**config.mk**
```make
export PLATFORM = sky130hd
export DESIGN_NAME = ps2_rx
export DESIGN_NICKNAME = d
export VERILOG_FILES = /design/src/rtl/ps2_rx.sv
export SDC_FILE = /design/constraint.sdc
export NUM_CORES = 1
export LEC_CHECK = 0
export ABC_AREA = 1
export ABC_CLOCK_PERIOD_IN_PS = 2100
export BUFFER_PORTS_ARGS = -buffer_cell sky130_fd_sc_hd__buf_4
export CAP_MARGIN = 10
export CORE_MARGIN = 2
export CORE_UTILIZATION = 50
export DETAILED_ROUTE_END_ITERATION = 8
export PLACE_DENSITY = 0.76
export SKIP_CTS_REPAIR_TIMING = 1
export SLEW_MARGIN = 10
export SYNTH_ARGS = -nofsm -noshare
export SYNTH_HDL_FRONTEND = slang
export SYNTH_SLANG_ARGS = --single-unit
```
**constraint.sdc**
```tcl
create_clock -name clk -period 2.1 [get_ports clk]
set_input_delay 0.105 -clock clk [delete_from_list [all_inputs] [get_ports clk]]
set_output_delay 0.105 -clock clk [all_outputs]
set_load 0.1 [all_outputs]
```
**src/rtl/ps2_rx.sv**
```systemverilog
// ps2_rx: PS/2 device-to-host frame receiver.
// Synchronises and de-glitches ps2_clk/ps2_data. Deserialises 11-bit frames
// (start, 8 data bits LSB first, odd parity, stop). Emits one-cycle
// rx_valid / rx_error strobes per frame.
// Optional build macro PS2_RX_TIMEOUT_EN: abandons a frame whose clock stops
// for TIMEOUT_CYCLES clk cycles and reports it as an error.
module ps2_rx #(
  parameter int unsigned FILTER_LEN     = 4,
  parameter int unsigned TIMEOUT_CYCLES = 50000
) (
  input  logic       clk,
  input  logic       reset,
  input  logic       ps2_clk,
  input  logic       ps2_data,
  output logic [7:0] rx_data,
  output logic       rx_valid,
  output logic       rx_error,
  output logic       rx_busy
);

  // Reject configurations the 4-bit filter counter or the timeout cannot honour.
  if (FILTER_LEN < 2 || FILTER_LEN > 15 || TIMEOUT_CYCLES < 2) begin : g_param_check
    $error("ps2_rx: FILTER_LEN must be 2..15 and TIMEOUT_CYCLES >= 2");
  end

  typedef enum logic [1:0] {
    IDLE,
    DATA,
    PARITY,
    STOP
  } state_t;

  localparam int unsigned FILT_W = 4;

  // Synchroniser flops; idle PS/2 lines are high, so reset to 1.
  logic clk_meta_q, clk_sync_q;
  logic data_meta_q, data_sync_q;

  // Glitch filter.
  logic              clk_filt_q, clk_filt_d;
  logic [FILT_W-1:0] filt_cnt_q, filt_cnt_d;
  logic              fall_edge;

  // Frame state.
  state_t     state_q, state_d;
  logic [2:0] bit_cnt_q, bit_cnt_d;
  logic [7:0] shift_q, shift_d;
  logic       parity_q, parity_d;
  logic       frame_good;

  // Registered outputs.
  logic [7:0] rx_data_q, rx_data_d;
  logic       rx_valid_q, rx_valid_d;
  logic       rx_error_q, rx_error_d;
  logic       rx_busy_q, rx_busy_d;

  // Two-flop synchronisers for both asynchronous PS/2 lines.
  always_ff @(posedge clk or posedge reset) begin
    // NOTE: sequential state uses non-blocking (<=) so every flop samples
    // the pre-edge value of its neighbours; blocking here would collapse the
    // synchroniser chain into a single flop.
    if (reset) begin
      clk_meta_q  <= 1'b1;
      clk_sync_q  <= 1'b1;
      data_meta_q <= 1'b1;
      data_sync_q <= 1'b1;
    end else begin
      clk_meta_q  <= ps2_clk;
      clk_sync_q  <= clk_meta_q;
      data_meta_q <= ps2_data;
      data_sync_q <= data_meta_q;
    end
  end

  // Filtered clock flips after FILTER_LEN consecutive disagreeing samples.
  always_comb begin
    // NOTE: every always_comb output gets a default first so no path leaves
    // it unassigned, which would otherwise infer a latch.
    clk_filt_d = clk_filt_q;
    filt_cnt_d = '0;
    if (clk_sync_q != clk_filt_q) begin
      if (filt_cnt_q == FILT_W'(FILTER_LEN - 1)) begin
        clk_filt_d = ~clk_filt_q;
      end else begin
        filt_cnt_d = filt_cnt_q + FILT_W'(1);
      end
    end
  end

  // A falling edge is the cycle in which the filtered level is about to go 1->0.
  assign fall_edge  = clk_filt_q & ~clk_filt_d;
  // Odd parity over data plus parity bit, and a high stop bit.
  assign frame_good = data_sync_q & (^{shift_q, parity_q});

`ifdef PS2_RX_TIMEOUT_EN
  localparam int unsigned TO_W = $clog2(TIMEOUT_CYCLES + 1);

  logic [TO_W-1:0] to_cnt_q, to_cnt_d;
  logic            timeout_hit;

  // Idle-clock counter: restarts on any filtered edge and whenever idle.
  always_comb begin
    if (state_q == IDLE || clk_filt_d != clk_filt_q) begin
      to_cnt_d = '0;
    end else begin
      to_cnt_d = to_cnt_q + TO_W'(1);
    end
  end

  assign timeout_hit = (to_cnt_q == TO_W'(TIMEOUT_CYCLES - 1));

  // Timeout counter register.
  always_ff @(posedge clk or posedge reset) begin
    if (reset) begin
      to_cnt_q <= '0;
    end else begin
      to_cnt_q <= to_cnt_d;
    end
  end
`endif

  // Frame state machine: advances only on filtered falling edges.
  always_comb begin
    state_d    = state_q;
    bit_cnt_d  = bit_cnt_q;
    shift_d    = shift_q;
    parity_d   = parity_q;
    rx_data_d  = rx_data_q;
    rx_valid_d = 1'b0;
    rx_error_d = 1'b0;
    if (fall_edge) begin
      unique case (state_q)
        IDLE: begin
          // A high sample is a spurious edge, not a start bit.
          if (!data_sync_q) begin
            state_d   = DATA;
            bit_cnt_d = '0;
          end
        end
        DATA: begin
          shift_d = {data_sync_q, shift_q[7:1]};
          if (bit_cnt_q == 3'd7) begin
            state_d = PARITY;
          end else begin
            bit_cnt_d = bit_cnt_q + 3'd1;
          end
        end
        PARITY: begin
          parity_d = data_sync_q;
          state_d  = STOP;
        end
        STOP: begin
          if (frame_good) begin
            rx_data_d  = shift_q;
            rx_valid_d = 1'b1;
          end else begin
            rx_error_d = 1'b1;
          end
          state_d = IDLE;
        end
        default: state_d = IDLE;
      endcase
`ifdef PS2_RX_TIMEOUT_EN
    end else if (state_q != IDLE && timeout_hit) begin
      // A falling edge in the same cycle takes priority over the timeout.
      state_d    = IDLE;
      shift_d    = '0;
      bit_cnt_d  = '0;
      rx_error_d = 1'b1;
`endif
    end
    rx_busy_d = (state_d != IDLE);
  end

  // Filter, frame and output registers.
  always_ff @(posedge clk or posedge reset) begin
    if (reset) begin
      clk_filt_q <= 1'b1;
      filt_cnt_q <= '0;
      state_q    <= IDLE;
      bit_cnt_q  <= '0;
      shift_q    <= '0;
      parity_q   <= 1'b0;
      rx_data_q  <= 8'h00;
      rx_valid_q <= 1'b0;
      rx_error_q <= 1'b0;
      rx_busy_q  <= 1'b0;
    end else begin
      clk_filt_q <= clk_filt_d;
      filt_cnt_q <= filt_cnt_d;
      state_q    <= state_d;
      bit_cnt_q  <= bit_cnt_d;
      shift_q    <= shift_d;
      parity_q   <= parity_d;
      rx_data_q  <= rx_data_d;
      rx_valid_q <= rx_valid_d;
      rx_error_q <= rx_error_d;
      rx_busy_q  <= rx_busy_d;
    end
  end

  assign rx_data  = rx_data_q;
  assign rx_valid = rx_valid_q;
  assign rx_error = rx_error_q;
  assign rx_busy  = rx_busy_q;

endmodule

```
# After elaboration in Yosys (flattened, before gate mapping)
# Index checks and enable logic that the tools add are counted.
[word_totals]
ff_bits = 34
input_bits = 4
output_inout_bits = 11
elab_cells = 53
[classes]
add_sub_neg = 2
eq_ne = 8
muxes = 17
n_bitwise = 4
reduce_logical = 8
[ops]
columns = ["op", "n"]
rows = [
  ["$reduce_xor A9 Y1", 1],
  ["$mux W1", 8],
  ["$mux W4", 2],
  ["$pmux W2 S4", 1],
  ["$mux W2", 3],
  ["$mux W3", 2],
  ["$pmux W3 S2", 1],
  ["$add A4 B1 Y4 const B", 1],
  ["$eq A2 B2 Y1 const B", 2],
  ["$eq A4 B2 Y1 const B", 1],
  ["$ne A2 B2 Y1 const B", 2],
  ["$reduce_and A2 Y1", 2],
  ["$reduce_and A4 Y1", 1],
  ["$reduce_bool A2 Y1", 2],
  ["$add A3 B1 Y3 const B", 1],
  ["$eq A3 B3 Y1 const B", 1],
  ["$reduce_and A3 Y1", 1],
  ["$and A1 B1 Y1", 2],
  ["$eq A2 B1 Y1 const B", 1],
  ["$logic_not A2 Y1", 1],
  ["$not A1 Y1", 2],
  ["$ne A1 B1 Y1", 1],
]

# Logic depth before layout (Yosys ltp)
[depth]
ltp_word = 7
ltp_mapped = 12
mapped_depth_nobuf = 12

# Worst setup path before layout
# Ideal clock, no wire load.
[synth_path]
path_kind = "register to register"
start = "register filt_cnt_q[0]"
end = "register rx_data_q[0], in the netlist rx_data[0]"
setup_time_ns = 0.122
t_arrival_ns = 1.413
t_required_ns = 1.978
setup_slack_ns = 0.565
path_stages_with_launch = 9
path_buffers = 0
path_cell_list = "dfrtp_1 > ha_1 > nand2_2 > nor2_4 > nand2_4 > nor3_4 > nand4_4 > nand2_1 > nand2_1"
[synth_via]
elab_chain_cells = 6
[synth_lines]
columns = ["item", "line_no", "text"]
rows = [
  ["start, declared", "41", "logic [FILT_W-1:0] filt_cnt_q, filt_cnt_d;"],
  ["start signal, assigned", "190", "filt_cnt_q <= filt_cnt_d;"],
  ["$eq A4 B2 Y1", "82", "if (filt_cnt_q == FILT_W'(FILTER_LEN - 1)) begin"],
  ["$mux W1", "82", ""],
  ["$mux W1", "81", "if (clk_sync_q != clk_filt_q) begin"],
  ["$not A1 Y1", "91", "assign fall_edge = clk_filt_q & ~clk_filt_d;"],
  ["$and A1 B1 Y1", "91", ""],
  ["$reduce_and A3 Y1 (no line)", "--", ""],
  ["end signal, assigned", "195", "rx_data_q <= rx_data_d;"],
  ["end, declared", "52", "logic [7:0] rx_data_q, rx_data_d;"],
]
# Every way passes these cells.
# A chain may end at the register's enable or synchronous reset.

# Final worst setup path
[layout_path]
start = "register filt_cnt_q[0]"
end = "register rx_busy_q, in the netlist rx_busy"
[layout_via]
elab_chain_cells = 7
[layout_lines]
columns = ["item", "line_no", "text"]
rows = [
  ["$eq A4 B2 Y1", "82", ""],
  ["$mux W1", "82", ""],
  ["$mux W1", "81", ""],
  ["$not A1 Y1", "91", ""],
  ["$and A1 B1 Y1", "91", ""],
  ["$mux W2", "131", "if (fall_edge) begin"],
  ["via state_d[1]", "45", "state_t state_q, state_d;"],
  ["$reduce_bool A2 Y1", "172", "rx_busy_d = (state_d != IDLE);"],
  ["via rx_busy_d", "55", "logic rx_busy_q, rx_busy_d;"],
  ["end signal, assigned", "198", "rx_busy_q <= rx_busy_d;"],
  ["end, declared", "55", ""],
]
# The timed path passes the listed nets, and every way through them passes these cells.

==> impl_metrics.yaml <==
status:
  outcome: "complete, no violations"
timing:
  max_freq_ghz: 0.611
  setup_ws_ps: 464
  timing.final.hold_violations: 0
  slew_violations: 0
  finalCriticalPeriod_ps: 1640
  slew_headroom: 0.658
  period_share: 0.779
  tns_ps: 0
  final-setup-viol-count: 0
  worst_hold_slack_ps: 361
  max_slew.worst_pin.slew_ps: 511
  rsz0062_at_grt: "false"
  finClkSkew_ps: 6.29
synth:
  synth_area_per_cell_um2: 8.30
  synth_cell_types: 22
  synthTopCellsByArea: "dfrtp_1 (44%), nand2_1 (17%), dfstp_2 (8.0%)"
  synth_top_cell_area_share: 0.442
  synth_warnings: 0
  post_synth_instance_area_um2: 1640
  synthTopCellsByCount: "nand2_1 (76), dfrtp_1 (29), inv_1 (25)"
  ys_seq_elements: 34
  synthCells: 198
  syn-num-nets: 205
  synthArstFlopShare: 1.00
  post-synth-top-area-cell: "dfrtp_1"
  yosysMostFrequentCell: "nand2_1"
  ys_seq_area_frac: 0.522
  ys.flop_type: "dfrtp_1"
  synth-edff-count: 0
pwr:
  vdd_drop_max_uv: 468
  leakage_nw: 1.04
  pwr_density_cell_nw_per_um2: 771
  power_mw: 1.46
drt:
  drt_iter0_drc: 37
  firstDrtPassIters: 4
  wl_per_cell_um: 10.3
  ant_nets: 0
  wl_um: 2760
  drcViolationCount: 0
  via_count: 1274
  viasPerCell: 4.77
worst_hold_path:
  min_to: "clk_sync_q$_DFF_PP1_"
  hold_class: "reg -> reg"
  min-delay-start: "clk_meta_q$_DFF_PP1_"
  min_path_cells: 0
critical_path:
  timing.rr.start: "filt_cnt_q[0]$_DFF_PP0_"
  crit_required_ps: 2380
  r2r_slack_ps: 460
  crit_type: "reg -> reg"
  reg2reg_depth: 8
  r2r_end: "rx_busy$_DFF_PP0_"
  crit_arrival_ps: 1920
  critPathMaxFanout: 17
  start_kind: "flip-flop"
  endpoint_kind: "flip-flop"
final_layout:
  areaGrowthSynthToFinish_pct: 15.6
  design_area_um2: 1900
  fin_util: 0.617
  stdcell_count: 267
  diodes: 0
  drive_gt1_frac: 0.161
  nFillCells: 281
  fin_nets: 229
clock_network:
  cts_root_buf: "clkbuf_4"
  path_clk_slew_ps: 100
  htree_levels: 2
  cts_tree: "done"
  clock_latency_ps: 330
  numClockSinks: 34
  numCtsBuffers: 5
  clockBufferDepth: 2
global_routing:
  track_usage: 0.175
  grt_start_max_net_pins: 35
  grt_pass1_wl_um: 4760
  grt_pass1_vias: 1119
  grt_overflow: 0
  antenna_found_initial: 0
floorplanning:
  start_util: 0.534
  die_w_um: 61.3
  rows: 20
  die_h_um: 61.3
  coreArea_um2: 3080
  ios: 15
  dieArea_um2: 3760
place:
  place_hpwl_um: 2020
  placed_area_um2: 1810
  place.port_buffers: 14
  dp.cells: 256
  globalplace.congestion: 0.792
  pre_cts_ws_ps: 477
flow_run:
  cap_viol_max_count: 0
==> power breakdown <==
part	total, mW	leakage [nW]	internal (mW)	switching, mW
Sequential	0.786	0.452	0.730	0.0559
Combinational	0.303	0.552	0.0959	0.207
Clock	0.375	0.0353	0.162	0.213
Total	1.46	1.04	0.988	0.476
==> final cells by class <==
class / count / area, um^2 / area share
clock buffers: 7 / 55.1 / 0.0290
repair buffers: 19 / 150 / 0.0791
flip-flops and latches: 34 / 857 / 0.451
multi-input cells: 137 / 683 / 0.360
well taps: 44 / 55.1 / 0.0290
clock inverters: 1 / 5.00 / 0.00264
inverters: 25 / 93.8 / 0.0494
==> how the worst max path moves through the flow <==
| stage | end | slack [ps] | depth (start not counted) | startpoint |
|---|---|---|---|---|
| 2_1_floorplan | rx_data[0]$_DFFE_PP0P_ | 570 | 8 | filt_cnt_q[0]$_DFF_PP0_ |
| 4_1_cts | rx_busy$_DFF_PP0_ | 450 | 8 | filt_cnt_q[0]$_DFF_PP0_ |
| 3_5_place_dp | rx_busy$_DFF_PP0_ | 480 | 8 | filt_cnt_q[0]$_DFF_PP0_ |
| 5_1_grt | rx_busy$_DFF_PP0_ | 230 | 8 | filt_cnt_q[0]$_DFF_PP0_ |
| 6_report | rx_busy$_DFF_PP0_ | 460 | 8 | filt_cnt_q[0]$_DFF_PP0_ |
| 3_3_place_gp | rx_busy$_DFF_PP0_ | 530 | 8 | filt_cnt_q[0]$_DFF_PP0_ |
==> placed cells by master, fill, tap and decap left out <==
master / instances
buf_4: 16
nand4_4: 1
clkbuf_4: 5
dlygate4sd3_1: 3
ha_1: 3
nor2_2: 1
xnor2_1: 2
clkbuf_1: 1
nor3_4: 2
xor2_1: 2
or2_2: 1
clkbuf_8: 1
dfstp_2: 5
nand2_2: 1
o211ai_1: 2
nand2_1: 76
nand3_1: 8
nor2_1: 12
dfrtp_1: 29
nand2_4: 1
clkinv_2: 1
nand4_1: 8
o21ai_0: 12
nor2_4: 1
a21oi_1: 4
inv_1: 25
==> cell families (layout without fill, tap and decap cells) <==
kind of cell | Yosys count | in the layout | share of synthesized area
AND/OR/NAND/NOR | 112 | 112 | 0.314
flip-flops | 34 | 34 | 0.522
buffers and inverters | 27 | 52 | 0.0624
AO/OA/AOI/OAI | 18 | 18 | 0.0579
XOR/XNOR | 4 | 4 | 0.0213
adder cells (fa/ha/maj) | 3 | 3 | 0.0229
==> sequential cells by signal, indices dropped and copies added (netlist names) <==
signal	flops
rx_data	8
shift_q	8
filt_cnt_q	4
bit_cnt_q	3
state_q	2
clk_filt_q	1
clk_meta_q	1
clk_sync_q	1
data_meta_q	1
data_sync_q	1
parity_q	1
rx_busy	1
rx_error	1
rx_valid	1
==> critical path, cell delays in order, from the launching register on <==
cell and delay [ps]:
dfrtp_1 380, ha_1 200, nand2_2 100, nor2_4 120
nand2_4 90, nor3_4 410, nand2_1 100, nand2_1 90
or2_2 100
==> routing by layer <==
| metal | track usage | up-vias | share of wire |
|---|---|---|---|
| met3 | 0.0630 | 4 | 0.045 |
| met4 | 0.0559 | 0 | 0.014 |
| li1 | - | 672 | - |
| met2 | 0.293 | 22 | 0.48 |
| met5 | 0 | - | 0 |
| met1 | 0.210 | 576 | 0.46 |
Note: power is estimated with default switching activity, not from simulation.
